## src/rtl/bfp_decomp_exp_pkg.sv

```systemverilog
// Shared constants, sideband payload and field-offset helper for the BFP exponent/shift codec.
package bfp_decomp_exp_pkg;

    localparam int unsigned RB_WORDS = 6;
    localparam int unsigned HDR_BITS = 8;
    localparam int unsigned EXP_MSB  = 59;
    localparam int unsigned EXP_LSB  = 56;
    localparam int unsigned LANES    = 4;
    localparam int unsigned SAMPLE_W = 16;
    localparam int unsigned WORD_W   = 64;
    localparam int unsigned EXP_W    = 4;
    localparam int unsigned WID_W    = 4;
    localparam int unsigned ST_W     = 3;
    localparam int unsigned OFF_W    = 6;

    typedef struct packed {
        logic            valid;
        logic            sync;
        logic            last;
        logic [ST_W-1:0] st;
        logic            err;
    } side_t;

    // Bit distance from the word MSB to the MSB of a lane's mantissa field.
    function automatic logic [OFF_W-1:0] get_field_offset(
        input logic [1:0]       lane,
        input logic [WID_W-1:0] w,
        input logic             first
    );
        return (first ? OFF_W'(HDR_BITS) : OFF_W'(0)) + OFF_W'(lane) * OFF_W'(w);
    endfunction

endpackage

```

## src/rtl/bfp_decomp_exp_if.sv

```systemverilog
// Compressed-in / expanded-out word stream between the decompressor and its neighbours.
interface bfp_decomp_exp_if;
    import bfp_decomp_exp_pkg::*;

    logic [WORD_W-1:0] din_data;
    logic              din_valid;
    logic              din_sync;
    logic              din_last;
    logic [WORD_W-1:0] dout_data;
    logic [ST_W-1:0]   dout_state;
    logic              dout_valid;
    logic              dout_sync;
    logic              dout_last;
    logic              dout_err;

    modport master (
        output din_data, din_valid, din_sync, din_last,
        input  dout_data, dout_state, dout_valid, dout_sync, dout_last, dout_err
    );

    modport slave (
        input  din_data, din_valid, din_sync, din_last,
        output dout_data, dout_state, dout_valid, dout_sync, dout_last, dout_err
    );

endinterface

```

## src/rtl/bfp_decomp_exp_lane.sv

```systemverilog
// One sample lane: extract the MSB-aligned mantissa field, then sign-extend and scale by 2^e.
module bfp_decomp_exp_lane
    import bfp_decomp_exp_pkg::*;
(
    input  logic                clk,
    input  logic                rst,
    input  logic [WORD_W-1:0]   i_word,
    input  logic [1:0]          i_lane,
    input  logic [WID_W-1:0]    i_w,
    input  logic [EXP_W-1:0]    i_e,
    input  logic                i_first,
    output logic [SAMPLE_W-1:0] o_sample
);

    logic [OFF_W-1:0]    w_off;
    logic [SAMPLE_W-1:0] w_top;
    logic [SAMPLE_W-1:0] w_mask;
    logic [4:0]          w_rsh;

    logic [SAMPLE_W-1:0] r_mant;
    logic [4:0]          r_rsh;
    logic                r_zero;
    logic [SAMPLE_W-1:0] r_sample;

    assign w_off  = get_field_offset(i_lane, i_w, i_first);
    assign w_top  = SAMPLE_W'((i_word << w_off) >> (WORD_W - SAMPLE_W));
    assign w_mask = {SAMPLE_W{1'b1}} << (5'(SAMPLE_W) - 5'(i_w));
    // sext(m) << e == (m aligned to bit 15) >>> (16 - w - e), with e <= 16 - w
    assign w_rsh  = 5'(SAMPLE_W) - 5'(i_w) - 5'(i_e);

    always_ff @(posedge clk or posedge rst) begin
        if (rst) begin
            r_mant   <= '0;
            r_rsh    <= '0;
            r_zero   <= 1'b0;
            r_sample <= '0;
        end else begin
            r_mant   <= w_top & w_mask;
            r_rsh    <= w_rsh;
            r_zero   <= (i_w == '0) || (i_w == '1);
            r_sample <= r_zero ? '0 : SAMPLE_W'($signed(r_mant) >>> r_rsh);
        end
    end

    assign o_sample = r_sample;

endmodule

```

## src/rtl/bfp_decomp_exp.sv

```systemverilog
// Block-floating-point decompressor: per-RB exponent hold, clamp, 4-lane expand, 3-cycle sideband delay.
module bfp_decomp_exp
    import bfp_decomp_exp_pkg::*;
(
    input  logic             clk,
    input  logic             rst,
    input  logic [WID_W-1:0] ud_iq_width,
    bfp_decomp_exp_if.slave  bus
);

    logic [ST_W-1:0]     r_st;
    logic [EXP_W-1:0]    r_exp_hold;
    logic [WID_W-1:0]    r_w_hold;
    logic                w_first;
    logic                w_take;
    logic [EXP_W-1:0]    w_exp_cur;
    logic [WID_W-1:0]    w_w_cur;

    logic [WORD_W-1:0]   r1_data;
    logic [EXP_W-1:0]    r1_exp;
    logic [WID_W-1:0]    r1_w;
    side_t               r1_side;
    side_t               r2_side;
    side_t               r3_side;

    logic [4:0]          w_lim;
    logic                w_w_ok;
    logic                w_clamp;
    logic [EXP_W-1:0]    w_e;
    logic                w_err;
    logic [SAMPLE_W-1:0] w_sample [LANES];

    assign w_first   = (r_st == '0);
    assign w_take    = bus.din_valid && w_first;
    assign w_exp_cur = w_take ? bus.din_data[EXP_MSB:EXP_LSB] : r_exp_hold;
    assign w_w_cur   = w_take ? ud_iq_width : r_w_hold;

    // Word counter and per-RB exponent/width hold; invalid cycles leave both untouched.
    always_ff @(posedge clk or posedge rst) begin
        if (rst) begin
            r_st       <= '0;
            r_exp_hold <= '0;
            r_w_hold   <= '0;
        end else if (bus.din_valid) begin
            r_exp_hold <= w_exp_cur;
            r_w_hold   <= w_w_cur;
            if (bus.din_last || (r_st == ST_W'(RB_WORDS - 1))) begin
                r_st <= '0;
            end else begin
                r_st <= r_st + ST_W'(1);
            end
        end
    end

    always_ff @(posedge clk or posedge rst) begin
        if (rst) begin
            r1_data <= '0;
            r1_exp  <= '0;
            r1_w    <= '0;
            r1_side <= '0;
            r2_side <= '0;
            r3_side <= '0;
        end else begin
            r1_data <= bus.din_data;
            r1_exp  <= w_exp_cur;
            r1_w    <= w_w_cur;
            r1_side <= '{valid: bus.din_valid, sync: bus.din_sync, last: bus.din_last,
                         st: r_st, err: 1'b0};
            r2_side <= '{valid: r1_side.valid, sync: r1_side.sync, last: r1_side.last,
                         st: r1_side.st, err: w_err};
            r3_side <= r2_side;
        end
    end

    // Largest shift that keeps the top mantissa bit inside 16 bits is 16 - w.
    assign w_lim   = 5'(SAMPLE_W) - 5'(r1_w);
    assign w_w_ok  = (r1_w != '0) && (r1_w != '1);
    assign w_clamp = 5'(r1_exp) > w_lim;
    assign w_e     = w_clamp ? w_lim[EXP_W-1:0] : r1_exp;
    assign w_err   = r1_side.valid && (r1_side.st == '0) && w_w_ok && w_clamp;

    for (genvar i = 0; i < LANES; i++) begin : g_lane
        bfp_decomp_exp_lane u_lane (
            .clk      (clk),
            .rst      (rst),
            .i_word   (r1_data),
            .i_lane   (2'(i)),
            .i_w      (r1_w),
            .i_e      (w_e),
            .i_first  (r1_side.st == '0),
            .o_sample (w_sample[i])
        );
    end

    assign bus.dout_data  = {w_sample[0], w_sample[1], w_sample[2], w_sample[3]};
    assign bus.dout_state = r3_side.st;
    assign bus.dout_valid = r3_side.valid;
    assign bus.dout_sync  = r3_side.sync;
    assign bus.dout_last  = r3_side.last;
    assign bus.dout_err   = r3_side.err;

endmodule

```

## src/flat_wrapper.sv

```systemverilog
// flat-port wrapper written by rule: the top's interface ports become plain ports
module bfp_decomp_exp_flat import bfp_decomp_exp_pkg::*;
  (clk, rst, ud_iq_width, bus_din_data, bus_din_valid, bus_din_sync, bus_din_last, bus_dout_data, bus_dout_state, bus_dout_valid, bus_dout_sync, bus_dout_last, bus_dout_err);
  bfp_decomp_exp_if bus_i ();
  input  logic clk;
  input  logic rst;
  input  logic [WID_W-1:0] ud_iq_width;
  input wire logic [$bits(bus_i.din_data)-1:0] bus_din_data;
  input wire logic [$bits(bus_i.din_valid)-1:0] bus_din_valid;
  input wire logic [$bits(bus_i.din_sync)-1:0] bus_din_sync;
  input wire logic [$bits(bus_i.din_last)-1:0] bus_din_last;
  output wire logic [$bits(bus_i.dout_data)-1:0] bus_dout_data;
  output wire logic [$bits(bus_i.dout_state)-1:0] bus_dout_state;
  output wire logic [$bits(bus_i.dout_valid)-1:0] bus_dout_valid;
  output wire logic [$bits(bus_i.dout_sync)-1:0] bus_dout_sync;
  output wire logic [$bits(bus_i.dout_last)-1:0] bus_dout_last;
  output wire logic [$bits(bus_i.dout_err)-1:0] bus_dout_err;
  assign bus_i.din_data = bus_din_data;
  assign bus_i.din_valid = bus_din_valid;
  assign bus_i.din_sync = bus_din_sync;
  assign bus_i.din_last = bus_din_last;
  assign bus_dout_data = bus_i.dout_data;
  assign bus_dout_state = bus_i.dout_state;
  assign bus_dout_valid = bus_i.dout_valid;
  assign bus_dout_sync = bus_i.dout_sync;
  assign bus_dout_last = bus_i.dout_last;
  assign bus_dout_err = bus_i.dout_err;
  bfp_decomp_exp u_core (.clk(clk), .rst(rst), .ud_iq_width(ud_iq_width), .bus(bus_i));
endmodule
```

## config.mk

```make
export PLATFORM = sky130hd
export DESIGN_NAME = bfp_decomp_exp_flat
export DESIGN_NICKNAME = d
export VERILOG_FILES = /design/src/rtl/bfp_decomp_exp_pkg.sv /design/src/rtl/bfp_decomp_exp_if.sv /design/src/rtl/bfp_decomp_exp_lane.sv /design/src/rtl/bfp_decomp_exp.sv /design/src/flat_wrapper.sv
export SDC_FILE = /design/constraint.sdc
export NUM_CORES = 1
export LEC_CHECK = 0
export BUFFER_PORTS_ARGS = -buffer_cell sky130_fd_sc_hd__buf_4
export CAP_MARGIN = 20
export CORE_ASPECT_RATIO = 1.5
export CORE_UTILIZATION = 40
export CTS_CLUSTER_SIZE = 20
export DETAILED_ROUTE_END_ITERATION = 12
export HOLD_SLACK_MARGIN = 0.03
export PLACE_DENSITY = 0.67
export SLEW_MARGIN = 20
export SYNTH_ARGS = -nofsm -noshare
export SYNTH_HDL_FRONTEND = slang
export SYNTH_SLANG_ARGS = --single-unit
```

## constraint.sdc

```tcl
create_clock -name clk -period 10.5 [get_ports clk]
set_input_delay 1.05 -clock clk [delete_from_list [all_inputs] [get_ports clk]]
set_output_delay 1.05 -clock clk [all_outputs]
set_load 0.02 [all_outputs]
```

== Word-level counts from Yosys, hierarchy flattened ==
Cells that the tools add are included.
Word-level totals
  register bits after elaboration: 237
  logic and storage cells: 74
Cells by class
  add/sub/neg operators: 6
  multiply operators: 1
  $lt $le $gt $ge: 1
  eq/ne operators: 3
  shifts and indexed selects: 9
  muxes and demuxes: 9
  bitwise operators: 4
  reduce and logical (&&, ||, !) cells: 11
Operator list (number)
  $shl A64 B6 Y64: 4
  $and A16 B16 Y16: 4
  $mux W16: 4
  $sshr A16 B5 Y16: 4
  $mux W4: 4
  $shl A16 B5 Y16 const A: 1
  $add A6 B4 Y6: 1
  $add A6 B5 Y6: 1
  $add A6 B6 Y6: 1
  $logic_not A3 Y1: 2
  $mul A2 B4 Y6 const A: 1
  $gt A4 B5 Y1: 1
  $logic_and A1 B1 Y1: 5
  $sub A5 B4 Y5: 1
  $sub A5 B4 Y5 const A: 1
  $eq A4 B4 Y1 const B: 1
  $logic_not A4 Y1: 1
  $ne A4 B4 Y1 const B: 1
  $reduce_bool A4 Y1: 1
  $add A3 B1 Y3 const B: 1
  $eq A3 B3 Y1 const B: 1
  $mux W3: 1
  $logic_or A1 B1 Y1: 2

== Logic depth before layout (Yosys ltp) ==
  depth after elaboration: 5
  mapped depth: 25

== Cells and area by module ==
Synthesis repeated with hierarchy kept, for this count alone.
Second synthesis, totals
  cells, all modules: 2652
  area, all modules: 26107.5 µm²
By module, submodules not included
  bfp_decomp_exp_lane (u_core.g_lane[1].u_lane ...): instances 2, cells an instance 618, area an instance 5674.2 µm², seq. area each 950.9 µm²
  bfp_decomp_exp_lane (u_core.g_lane[3].u_lane): instances 1, cells an instance 650, area an instance 6010.8 µm², seq. area each 950.9 µm²
  bfp_decomp_exp_lane (u_core.g_lane[0].u_lane): instances 1, cells an instance 598, area an instance 5570.3 µm², seq. area each 950.9 µm²
  bfp_decomp_exp: instances 1, cells an instance 168, area an instance 3178.0 µm², seq. area each 2577.5 µm²

== Least setup slack after synthesis ==
Ideal clock, no wire load.
  kind: reg-to-reg
  start point: reg u_core.r1_w[0]
  end point: reg u_core.g_lane[0].u_lane.r_rsh[4]
  data arrival time: 5.205 ns
  data required time: 10.374 ns
  setup slack: 5.169 ns
  stages on the path, launching flop included: 25
  period minus slack after synthesis: 5.331 ns
  cell sequence: dfrtp_1 -> buf_6 -> inv_2 -> buf_2 -> buf_2 -> ha_1 -> buf_6 -> buf_8 -> buf_12 -> buf_6 -> buf_2 -> inv_1 -> ha_1 -> nor2b_1 -> nor3_2 -> o21ai_0 -> a21oi_1 -> nor2_1 -> mux2i_1 -> ha_1 -> fa_1 -> or3_1 -> nor3_1 -> a211oi_1 -> o311a_1
Between the ends
  longest elaborated chain between the ends: 4
Ends and longest elaborated chain
  start, declared: RTL line bfp_decomp_exp.sv:21  | logic [WID_W-1:0] r1_w;
  start signal, assigned: RTL line bfp_decomp_exp.sv:66  | r1_w <= w_w_cur;
  $sub A5 B4 Y5 (*): RTL line bfp_decomp_exp_lane.sv:29, bfp_decomp_exp.sv:76
  $gt A4 B5 Y1: RTL line bfp_decomp_exp.sv:78  | assign w_clamp = 5'(r1_exp) > w_lim;
  $mux W4: RTL line bfp_decomp_exp.sv:79  | assign w_e = w_clamp ? w_lim[EXP_W-1:0] : r1_exp;
  $sub A5 B4 Y5 (*): RTL line bfp_decomp_exp_lane.sv:29  | assign w_rsh = 5'(SAMPLE_W) - 5'(i_w) - 5'(i_e);
  net u_core.g_lane[0].u_lane.w_rsh[4]: RTL line bfp_decomp_exp_lane.sv:18  | logic [4:0] w_rsh;
  end signal, assigned: RTL line bfp_decomp_exp_lane.sv:39  | r_rsh <= w_rsh;
  end, declared: RTL line bfp_decomp_exp_lane.sv:21  | logic [4:0] r_rsh;
The timed path passes the listed nets; every way through them passes the cells marked *.
A chain may end at the register's enable or synchronous reset.

== Final worst setup path ==
  start point: reg u_core.r1_w[1]
  end point: reg u_core.g_lane[0].u_lane.r_rsh[4]
Same word-level chain as after synthesis.

==> results by group <==
Detailed routing
  – WL/cell: 24.2 um
  – Routed vias: 14600
  – Drt pass-1 iters: 6
  – Vias per inst: 6.21
  – Total length of routed wires: 56800 um
  – Iteration-0 DRC count of the detailed router: 1283
  – Post-DRT Antenna Nets: 0
  – DRC viols: 0

Setup path
  – Crit path max-delay family: adder cells
  – CP dominant cell by count: ha_1
  – Worst path slowest cell: dfrtp_4
  – Critical Path AT: 5.94 ns
  – Critical path required time: 10.93 ns
  – Crit-path max FO: 62
  – WP buf/inv: 2
  – Critical path endpoint category: flip-flop
  – R2r setup slk: 4.99 ns
  – Critical path class: reg2reg
  – Startpoint Class: flip-flop
  – Critical path's largest stage delay: 0.97 ns
  – Chain of cells forming the critical path: inv_2 > ha_4 > inv_1 > ha_1 > nor2b_1 > nor3_2 > o21ai_0 > a21oi_1 > nor2_1 > mux2i_1 > ha_1 > fa_1 > or3_1 > nor3_1 > a211oi_1 > o311a_1

Floorplan
  – Std cell rows: 95
  – Core footprint: 44700 um2
  – DIE WIDTH: 175 um
  – Io pins: 144
  – Initial Util: 40.4%
  – Die height: 262 um
  – Die Area: 46000 um2

GRT
  – GRT Total Usage: 24.8%
  – Vias in the first global route: 14100
  – Grt total ovfl: 0
  – Largest net degree at the start of global routing: 101
  – Initial antenna violation count: 0
  – First-pass GRT wire length: 87200 um

Power and ir drop
  – Peak VDD IR: 0.000256 V
  – Total Power: 7380 uW
  – Static Leakage: 0.00852 uW
  – PD cells: 372 nW/um2

Place
  – Placer Congestion: 0.992
  – DP HPWL: 41900 um
  – Number of buffers added on ports: 143
  – Area post-placement: 19100 um2

Clock tree
  – Clk buf depth: 3
  – Clock sink count: 237
  – Reg clk slew, reported paths: 0.07 ns
  – # hold bufs at CTS: 0
  – Root Driver: clkbuf_16
  – Setup Fix Bufs, Post-CTS: 0
  – Post-CTS Resized: 0
  – Worst-Skew Late Latency: 0.56 ns
  – CTS tree: built
  – Cts bufs inserted: 23
  – H-tree levels: 1

Synthesis
  – Largest family of logic cells by synthesized area: multiplexers
  – Post-Syn Area: 18000 um2
  – Syn Area/Cell: 10.5 um2
  – Syn_nets: 1825
  – YS warnings: 0
  – Synth unique cells: 79
  – Async SR Flop Fraction: 100%
  – Adder-cell share of the synthesized area: 1.93%
  – Mux contribution to synthesized area: 34.7%
  – EDFF count, synth: 0
  – Yosys reg bits: 237
  – Compound-Gate Fraction of Synth Area: 13.2%
  – Post-synthesis simple-gate area fraction: 10.6%
  – Sequential element share of the synthesized area: 32.9%
  – Synth Area in XOR/XNOR: 0.277%
  – Post-synthesis cell count: 1726
  – Top_reg_cell synth: dfrtp_1

Final layout
  – Most frequent cells in the layout: dfrtp_1 (232), mux2i_1 (195), nand2_1 (175), buf_4 (169), nor2_1 (168)
  – Layout cells sized above 1: 27.6%
  – NumNets Final: 1846
  – Area of the multi-input gates: 11000 um2
  – Register area: 5940 um2
  – Layout fillers: 4262
  – Layout area overhead: 10.1%
  – Commonest non-fill, non-tap cell in the layout: dfrtp_1
  – N_diodes: 0
  – Finished Cell Area: 19900 um2

Timing
  – Layout Skew: 0.0105 ns
  – Tmin final: 5.51 ns
  – Max Fclk: 0.182 GHz
  – Final setup fails: 0
  – Final hold violation count: 0
  – Max-slew headroom: 17.9%
  – Fin. max-slew vios: 0
  – Tcrit/Tclk final: 52.4%
  – RSZ-0062 raised after global routing: false
  – TNS Setup: 0 ns
  – Least-Margin Pin Slew: 1.22 ns

Flow run
  – Max_cap viols: 0

Outcome
  – Status: completed

Min path
  – HP Class: reg2reg
==> flip-flops by register name (all words and copies together), names as in the netlist, 5 cells and up <==
name / cells
u_core.g_lane.u_lane.o_sample: 64
u_core.g_lane.u_lane.r_mant: 64
u_core.g_lane.u_lane.r_rsh: 5
u_core.r1_data: 64
u_core.r1_side: 6
u_core.r2_side: 7
==> routing by layer <==
layer  wire, um  track usage (%)  part of all wire, %  vias up
met3       4470             3.24                  7.9      220
met1      21000             30.1                   37     7094
met4       3850             14.9                  6.8        0
met2      27500             42.2                   48      804
li1           -                -                    -     6461
met5          0                0                    0        -
==> cell type report <==
class | count | share of cell area (%)
clock inverter | 13 | 0.693
clock buffer | 29 | 3.31
multi-input combinational | 1282 | 55.3
inverter | 34 | 0.680
sequential | 237 | 29.9
timing repair buffer | 169 | 6.39
tap | 582 | 3.67
==> metrics by stage <==
stage,setup WS (ns),instances,hold WS [ns],util (%)
6_report,4.99,2346,0.348,44.4
5_1_grt,4.60,2346,0.365,44.4
4_1_cts,5.06,2346,0.351,44.4
3_5_place_dp,5.07,2304,0.335,42.7
3_3_place_gp,5.21,2304,0.332,42.7
2_1_floorplan,2.95,1726,0.331,-
==> worst register-to-register path: cells and delay by family (launching register included) <==
family,cells,cell delay [ns]
AOI/OAI and AO/OA,4,0.98
DFF,1,0.97
buffers and inverters,2,0.51
adders and majority gates,4,1.57
muxes,1,0.16
and+or+nand+nor,5,1.18
==> cell families after synthesis <==
group / count (synthesis)
xor+xnor: 4
flops: 237
buf+inv: 207
simple gates: 450
mux: 436
compound gates: 366
fa+ha+maj: 26
==> Yosys cell counts, drive strengths merged, types with 6 or more instances <==
library cell,count,area (um2)
ha,23,288
o21bai,7,52.6
a211o,9,78.8
mux4,141,3180
and3,6,37.5
a211oi,45,343
o31ai,9,72.6
nand2b,6,37.5
buf,89,716
nand3,15,75.1
inv,31,116
o21ai,57,285
mux2,100,1140
mux2i,195,1950
and2,11,68.8
nor3,32,170
o311a,6,60.1
clkbuf,84,315
a2111oi,9,92.6
dfrtp,237,5930
a21oi,131,656
a31oi,10,62.6
o211ai,16,125
nor2,169,634
nand2,175,657
nor2b,20,133
a21o,6,45.0
o22ai,15,93.8
o21a,7,52.6
==> where the power goes <==
group	switching, uW	total [uW]	internal, uW
clock	366	844	477
combinational	2960	5070	2110
sequential	263	1470	1200
==> path summary, 6_finish.rpt <==
kind,from,endpoint,cells past startpoint
setup / recovery,u_core.r1_w[1]$_DFF_PP0_,u_core.g_lane[0].u_lane.r_rsh[4]$_DFF_PP0_,16
hold reg to reg,u_core.r2_side[0]$_DFF_PP0_,u_core.bus.dout_err$_DFF_PP0_,0
max in group asynchronous,rst,u_core.r1_w[1]$_DFF_PP0_,3
setup reg to reg,u_core.r1_w[1]$_DFF_PP0_,u_core.g_lane[0].u_lane.r_rsh[4]$_DFF_PP0_,16
min in group asynchronous,rst,u_core.r2_side[5]$_DFF_PP0_,2
hold / removal,u_core.r2_side[0]$_DFF_PP0_,u_core.bus.dout_err$_DFF_PP0_,0
Power figures use the tool's default switching activity.
